--- config.mk ---
export PLATFORM = sky130hd
export DESIGN_NAME = addsub_rr_arbiter
export DESIGN_NICKNAME = d
export VERILOG_FILES = /design/src/rtl/addsub_rr_arbiter.sv
export SDC_FILE = /design/constraint.sdc
export NUM_CORES = 1
export LEC_CHECK = 0
export CAP_MARGIN = 20
export CORE_MARGIN = 5
export CORE_UTILIZATION = 41
export DETAILED_ROUTE_END_ITERATION = 16
export GPL_TIMING_DRIVEN = 0
export HOLD_SLACK_MARGIN = 0.15
export PLACE_DENSITY = 0.75
export SLEW_MARGIN = 20
export SYNTH_ARGS = -nofsm -noshare
export SYNTH_HDL_FRONTEND = slang
export SYNTH_SLANG_ARGS = --single-unit
--- constraint.sdc ---
create_clock -name clk -period 6.7 [get_ports clk]
set_input_delay 1.34 -clock clk [delete_from_list [all_inputs] [get_ports clk]]
set_output_delay 1.34 -clock clk [all_outputs]
set_load 0.03 [all_outputs]
--- src/rtl/addsub_rr_arbiter.sv ---
// Two-requester round-robin arbiter sharing one N-bit add/subtract accumulator.
// Define ADDSUB_SAT_EN to saturate S on two's-complement overflow instead of wrapping.
module addsub_rr_arbiter #(
   parameter int N = 8
) (
   input  logic         clk,
   input  logic         aclr,
   input  logic [1:0]   req,
   input  logic [1:0]   op,
   input  logic [N-1:0] a0,
   input  logic [N-1:0] a1,
   output logic [1:0]   gnt,
   output logic [1:0]   ack,
   output logic         busy,
   output logic [N-1:0] S,
   output logic         carry,
   output logic         overflow,
   output logic         last_id
);

   typedef enum logic [1:0] {IDLE, LATCH, EXEC, DONE} state_t;

   localparam logic [N-1:0] L_MIN = {1'b1, {(N-1){1'b0}}};
   localparam logic [N-1:0] L_ONE = {{(N-1){1'b0}}, 1'b1};

   state_t         r_state;
   state_t         w_next;
   logic           w_busy;
   logic           w_win;
   logic           r_w;
   logic [N-1:0]   r_b;
   logic           r_opr;
   logic [1:0]     r_gnt;
   logic [1:0]     r_ack;
   logic [N-1:0]   r_s;
   logic           r_carry;
   logic           r_ovf;
   logic           r_last;
   logic [N:0]     w_res;
   logic           w_ovf;
   logic [N-1:0]   w_s_next;

   // Overflow from the effective addend B' (B for add, -B for subtract); -MIN is MIN itself.
   function automatic logic f_ovf(input logic [N-1:0] s, input logic [N-1:0] b,
                                  input logic [N-1:0] res, input logic add);
      logic [N-1:0] bp;
      bp = add ? b : (~b + L_ONE);
      if (!add && (b == L_MIN))
         return (!s[N-1] && res[N-1]);
      return (s[N-1] == bp[N-1]) && (res[N-1] != s[N-1]);
   endfunction

`ifdef ADDSUB_SAT_EN
   localparam logic [N-1:0] L_MAX = {1'b0, {(N-1){1'b1}}};

   // Overflow direction follows the sign of the accumulator before the operation.
   function automatic logic [N-1:0] f_sat(input logic [N-1:0] res, input logic [N-1:0] s,
                                          input logic ovf);
      if (!ovf)
         return res;
      return s[N-1] ? L_MIN : L_MAX;
   endfunction
`endif

   always_comb begin
      w_win = 1'b0;
      case (req)
         2'b01:   w_win = 1'b0;
         2'b10:   w_win = 1'b1;
         2'b11:   w_win = ~r_last;
         default: w_win = 1'b0;
      endcase
   end

   always_ff @(posedge clk) begin
      if (!aclr)
         r_state <= IDLE;
      else
         r_state <= w_next;
   end

   always_comb begin
      w_next = r_state;
      w_busy = 1'b1;
      case (r_state)
         IDLE: begin
            w_busy = 1'b0;
            if (|req)
               w_next = LATCH;
         end
         LATCH:   w_next = EXEC;
         EXEC:    w_next = DONE;
         DONE:    w_next = IDLE;
         default: w_next = IDLE;
      endcase
   end

   assign w_res = r_opr ? ({1'b0, r_s} + {1'b0, r_b}) : ({1'b0, r_s} - {1'b0, r_b});
   assign w_ovf = f_ovf(r_s, r_b, w_res[N-1:0], r_opr);

`ifdef ADDSUB_SAT_EN
   assign w_s_next = f_sat(w_res[N-1:0], r_s, w_ovf);
`else
   assign w_s_next = w_res[N-1:0];
`endif

   always_ff @(posedge clk) begin
      if (!aclr) begin
         r_w     <= 1'b0;
         r_b     <= '0;
         r_opr   <= 1'b0;
         r_gnt   <= 2'b00;
         r_ack   <= 2'b00;
         r_s     <= '0;
         r_carry <= 1'b0;
         r_ovf   <= 1'b0;
         r_last  <= 1'b1;
      end else begin
         case (r_state)
            IDLE: begin
               if (|req) begin
                  r_w   <= w_win;
                  r_gnt <= w_win ? 2'b10 : 2'b01;
               end
            end
            LATCH: begin
               r_b   <= r_w ? a1 : a0;
               r_opr <= op[r_w];
            end
            EXEC: begin
               r_s     <= w_s_next;
               r_carry <= w_res[N];
               r_ovf   <= w_ovf;
               r_last  <= r_w;
               r_ack   <= r_w ? 2'b10 : 2'b01;
            end
            DONE: begin
               r_ack <= 2'b00;
               r_gnt <= 2'b00;
            end
            default: begin
               r_ack <= 2'b00;
               r_gnt <= 2'b00;
            end
         endcase
      end
   end

   assign gnt      = r_gnt;
   assign ack      = r_ack;
   assign busy     = w_busy;
   assign S        = r_s;
   assign carry    = r_carry;
   assign overflow = r_ovf;
   assign last_id  = r_last;

endmodule
==> summary.md <==
| Metric | Value |
|---|---|
| Chip Height | 74.9 µm |
| Register area | 541 µm² |
| Cts repair resizes | 0 |
| Startpoint types | flop |
| Synthesized flop and latch total | 27 |
| Achievable Freq | about 0.32 GHz |
| VDD IR-drop max | 0.176 mV |
| DR pass1 iterations | 4 |
| Site Rows | 23 |
| Sequential area share after synthesis | 31.3% |
| Largest net degree at the start of global routing | 15 |
| Worst path most repeated cell | inv_1 |
| Clock root buffer | clkbuf_8 |
| Post-CTS setup repair buffer count | 0 |
| Clk_lat worst skew | 0.28 ns |
| Worst-path cell chain | inv_1, ha_1, inv_1, clkdlybuf4s50_1 |
| Worst setup path class | flop to output pin |
| Layout cell share with drive strength beyond 1 | 8.05% |
| Vias in the first global route | between 1k and 1.5k |
| Area of the multi-input gates | 1100 µm² |
| Iter 0 DRT Violations | 56 |
| Worst-Margin Slew | 0.510 ns |
| Layout Nets | around 270 |
| Worst Path Arrival | approximately 1.8 ns |
| Crit. End Element | output pin |
| Data required, critical path | approximately 5.4 ns |
| Period minus WS final | approximately 3.1 ns |
| Top Ports | 38 |
| Yosys top cell area share | 31.3% |
| Slowest stage delay, CP | 0.67 ns |
| Max-Cap Viols | 0 |
| Final TNS setup | 0 ns |
| Number of diodes | 0 |
| Design area | around 2200 µm² |
| Hold Buf Count CTS | 0 |
| Outcome | complete, no violations |
| Top-count cell post-synth | nor2_1 |
| Number of synthesized flops with an enable pin | 0 |
| Period utilization | 46.8% |
| Via count | between 1.5k and 2k |
| CTS Buffer Depth | 2 |
| Cell area after synthesis | 1730 µm² |
| Drt via density | 5.26 |
| Final HPWL DP | 3070 µm |
| IO Port Bufs | 37 |
| Final Total Pwr | ~1200 µW |
| Fin Hold WS | 0.481 ns |
| Die area | 5610 µm² |
| Synth area leaders | dfxtp_1 (31%), ha_1 (10%), mux2i_1 (7.5%) |
| Layout area overhead | 27.7% |
| Post-route ant nets | 0 |
| Syn Nets | 232 |
| CORE AREA | 4030 µm² |
| Unique masters post-synth | 42 |
| Leakage | approximately 0.0009 µW |
| Final count of hold timing violations | 0 |
| Num CTS Buffers | 3 |
| Final Max Tran Viols | 0 |
| CP max stage cell | clkdlybuf4s50_1 |
| Post-synth top cells | nor2_1 (30), dfxtp_1 (27), ha_1 (14), mux2i_1 (13) |
| Cell Count Post-Placement | 282 |
| Per-cell routed wire length | ~13 µm |
| Synthesis Warnings | 0 |
| Final GP Congestion | 0.794 |
| CTS tree | done |
| Horiz. Die Dim | 74.9 µm |
| Initial Util | between 40% and 50% |
| Antenna violations before repair | 0 |
| Power Dens Cells | 537 nW/µm² |
| Max-Slew Margin vs Limit | between 60% and 70% |
| Worst-path clk slew | about 0.10 ns |
| Synth Area per Inst | 8.85 µm² |
| Clk_skew | 0.0101 ns |
| Placed Instance Area | 2160 µm² |
| Post-Layout Cell Count | 286 |
| Tightest Hold Check Type | flop to flop |
| Post-synth ARST share | 0% |
| Mapped Cells | 195 |
| Overflow after GRT | 0 |
| Total GRT Usage | 15.3% |
| Final setup vio count | 0 |
| Yosys top cell by area | dfxtp_1 |
| Fill cell count | 393 |
| # DRC | 0 |
| Worst-path fanout max | 7 |
| Final wirelength | 3850 µm |
| Primary FF master, synth | dfxtp_1 |
| First-pass GRT wire length | 6610 µm |
| RSZ-0062 raised after global routing | false |
| Sink Count | 27 |
| H-tree Lvls | 1 |
[cell usage in the layout, fill, tap and decap left out, types with 6 or more instances in the layout]
cell,instances
nor2_1,30
inv_1,9
ha_1,14
dfxtp_1,27
xor2_1,6
nand2_1,11
a21oi_1,12
clkdlybuf4s50_1,37
mux2i_1,13
o21ai_0,6
a211oi_1,12
[metrics by stage]
stage / setup WS (ns) / utilization (%)
after CTS: 3.55 / 54.7
after detailed placement: 3.78 / 53.6
after global placement: 3.88 / 53.6
after global routing: 3.49 / 54.7
after floorplan: 4.16 / -
final: 3.56 / 54.7
[cell families (layout without fill, tap and decap cells)]
kind of cell | Yosys count | in the layout | synth area share (%)
simple gates | 61 | 61 | 17.2
fa+ha+maj | 15 | 15 | 11.3
flops | 27 | 27 | 31.3
xor+xnor | 10 | 10 | 5.07
mux | 14 | 14 | 8.19
buf+inv | 18 | 59 | 4.78
compound gates | 50 | 50 | 22.2
[critical path: cells and delay by family, from the launching register on]
kind       cells  cell delay (ns)
buf+inv        3             0.85
flops          1             0.39
fa+ha+maj      1             0.28
[where the power goes]
part / internal, µW / switching [µW] / leakage, µW
clock network: 42.8 / 52.9 / 0.0000228
registers: 219 / 59.3 / 0.000221
logic: 352 / 457 / 0.000636
[registers in the layout, indices dropped and copies added, names as in the netlist, 2 cells and up]
| register | cells |
|---|---|
| S | 8 |
| r_b | 8 |
| ack | 2 |
| gnt | 2 |
| r_state | 2 |
[layer usage]
metal,GRT usage [%],up-vias,part of all wire [%]
li1,-,786,-
met1,19.4,673,46
met2,25.2,40,46
met3,3.47,6,5.8
met4,5.73,0,1.7
met5,0,-,0
[layout make-up]
| type | instances | area share [%] |
|---|---|---|
| flip-flops and latches | 27 | 24.5 |
| repair buffers | 37 | 16.8 |
| plain buffers | 9 | 2.21 |
| multi-input cells | 150 | 50.1 |
| clock buffers | 4 | 2.04 |
| well taps | 50 | 2.84 |
| inverters | 9 | 1.53 |
[path summary, 6_finish.rpt]
kind | from | endpoint | slack (ns) | cells after the start
setup / recovery | r_state[0] | busy | 3.56 | 4
hold / removal | ack[1] | ack[1] | 0.48 | 2
setup reg to reg | r_b[2] | overflow | 3.81 | 13
hold reg to reg | ack[1] | ack[1] | 0.48 | 2
No activity file was read; power rests on OpenSTA's default activity.
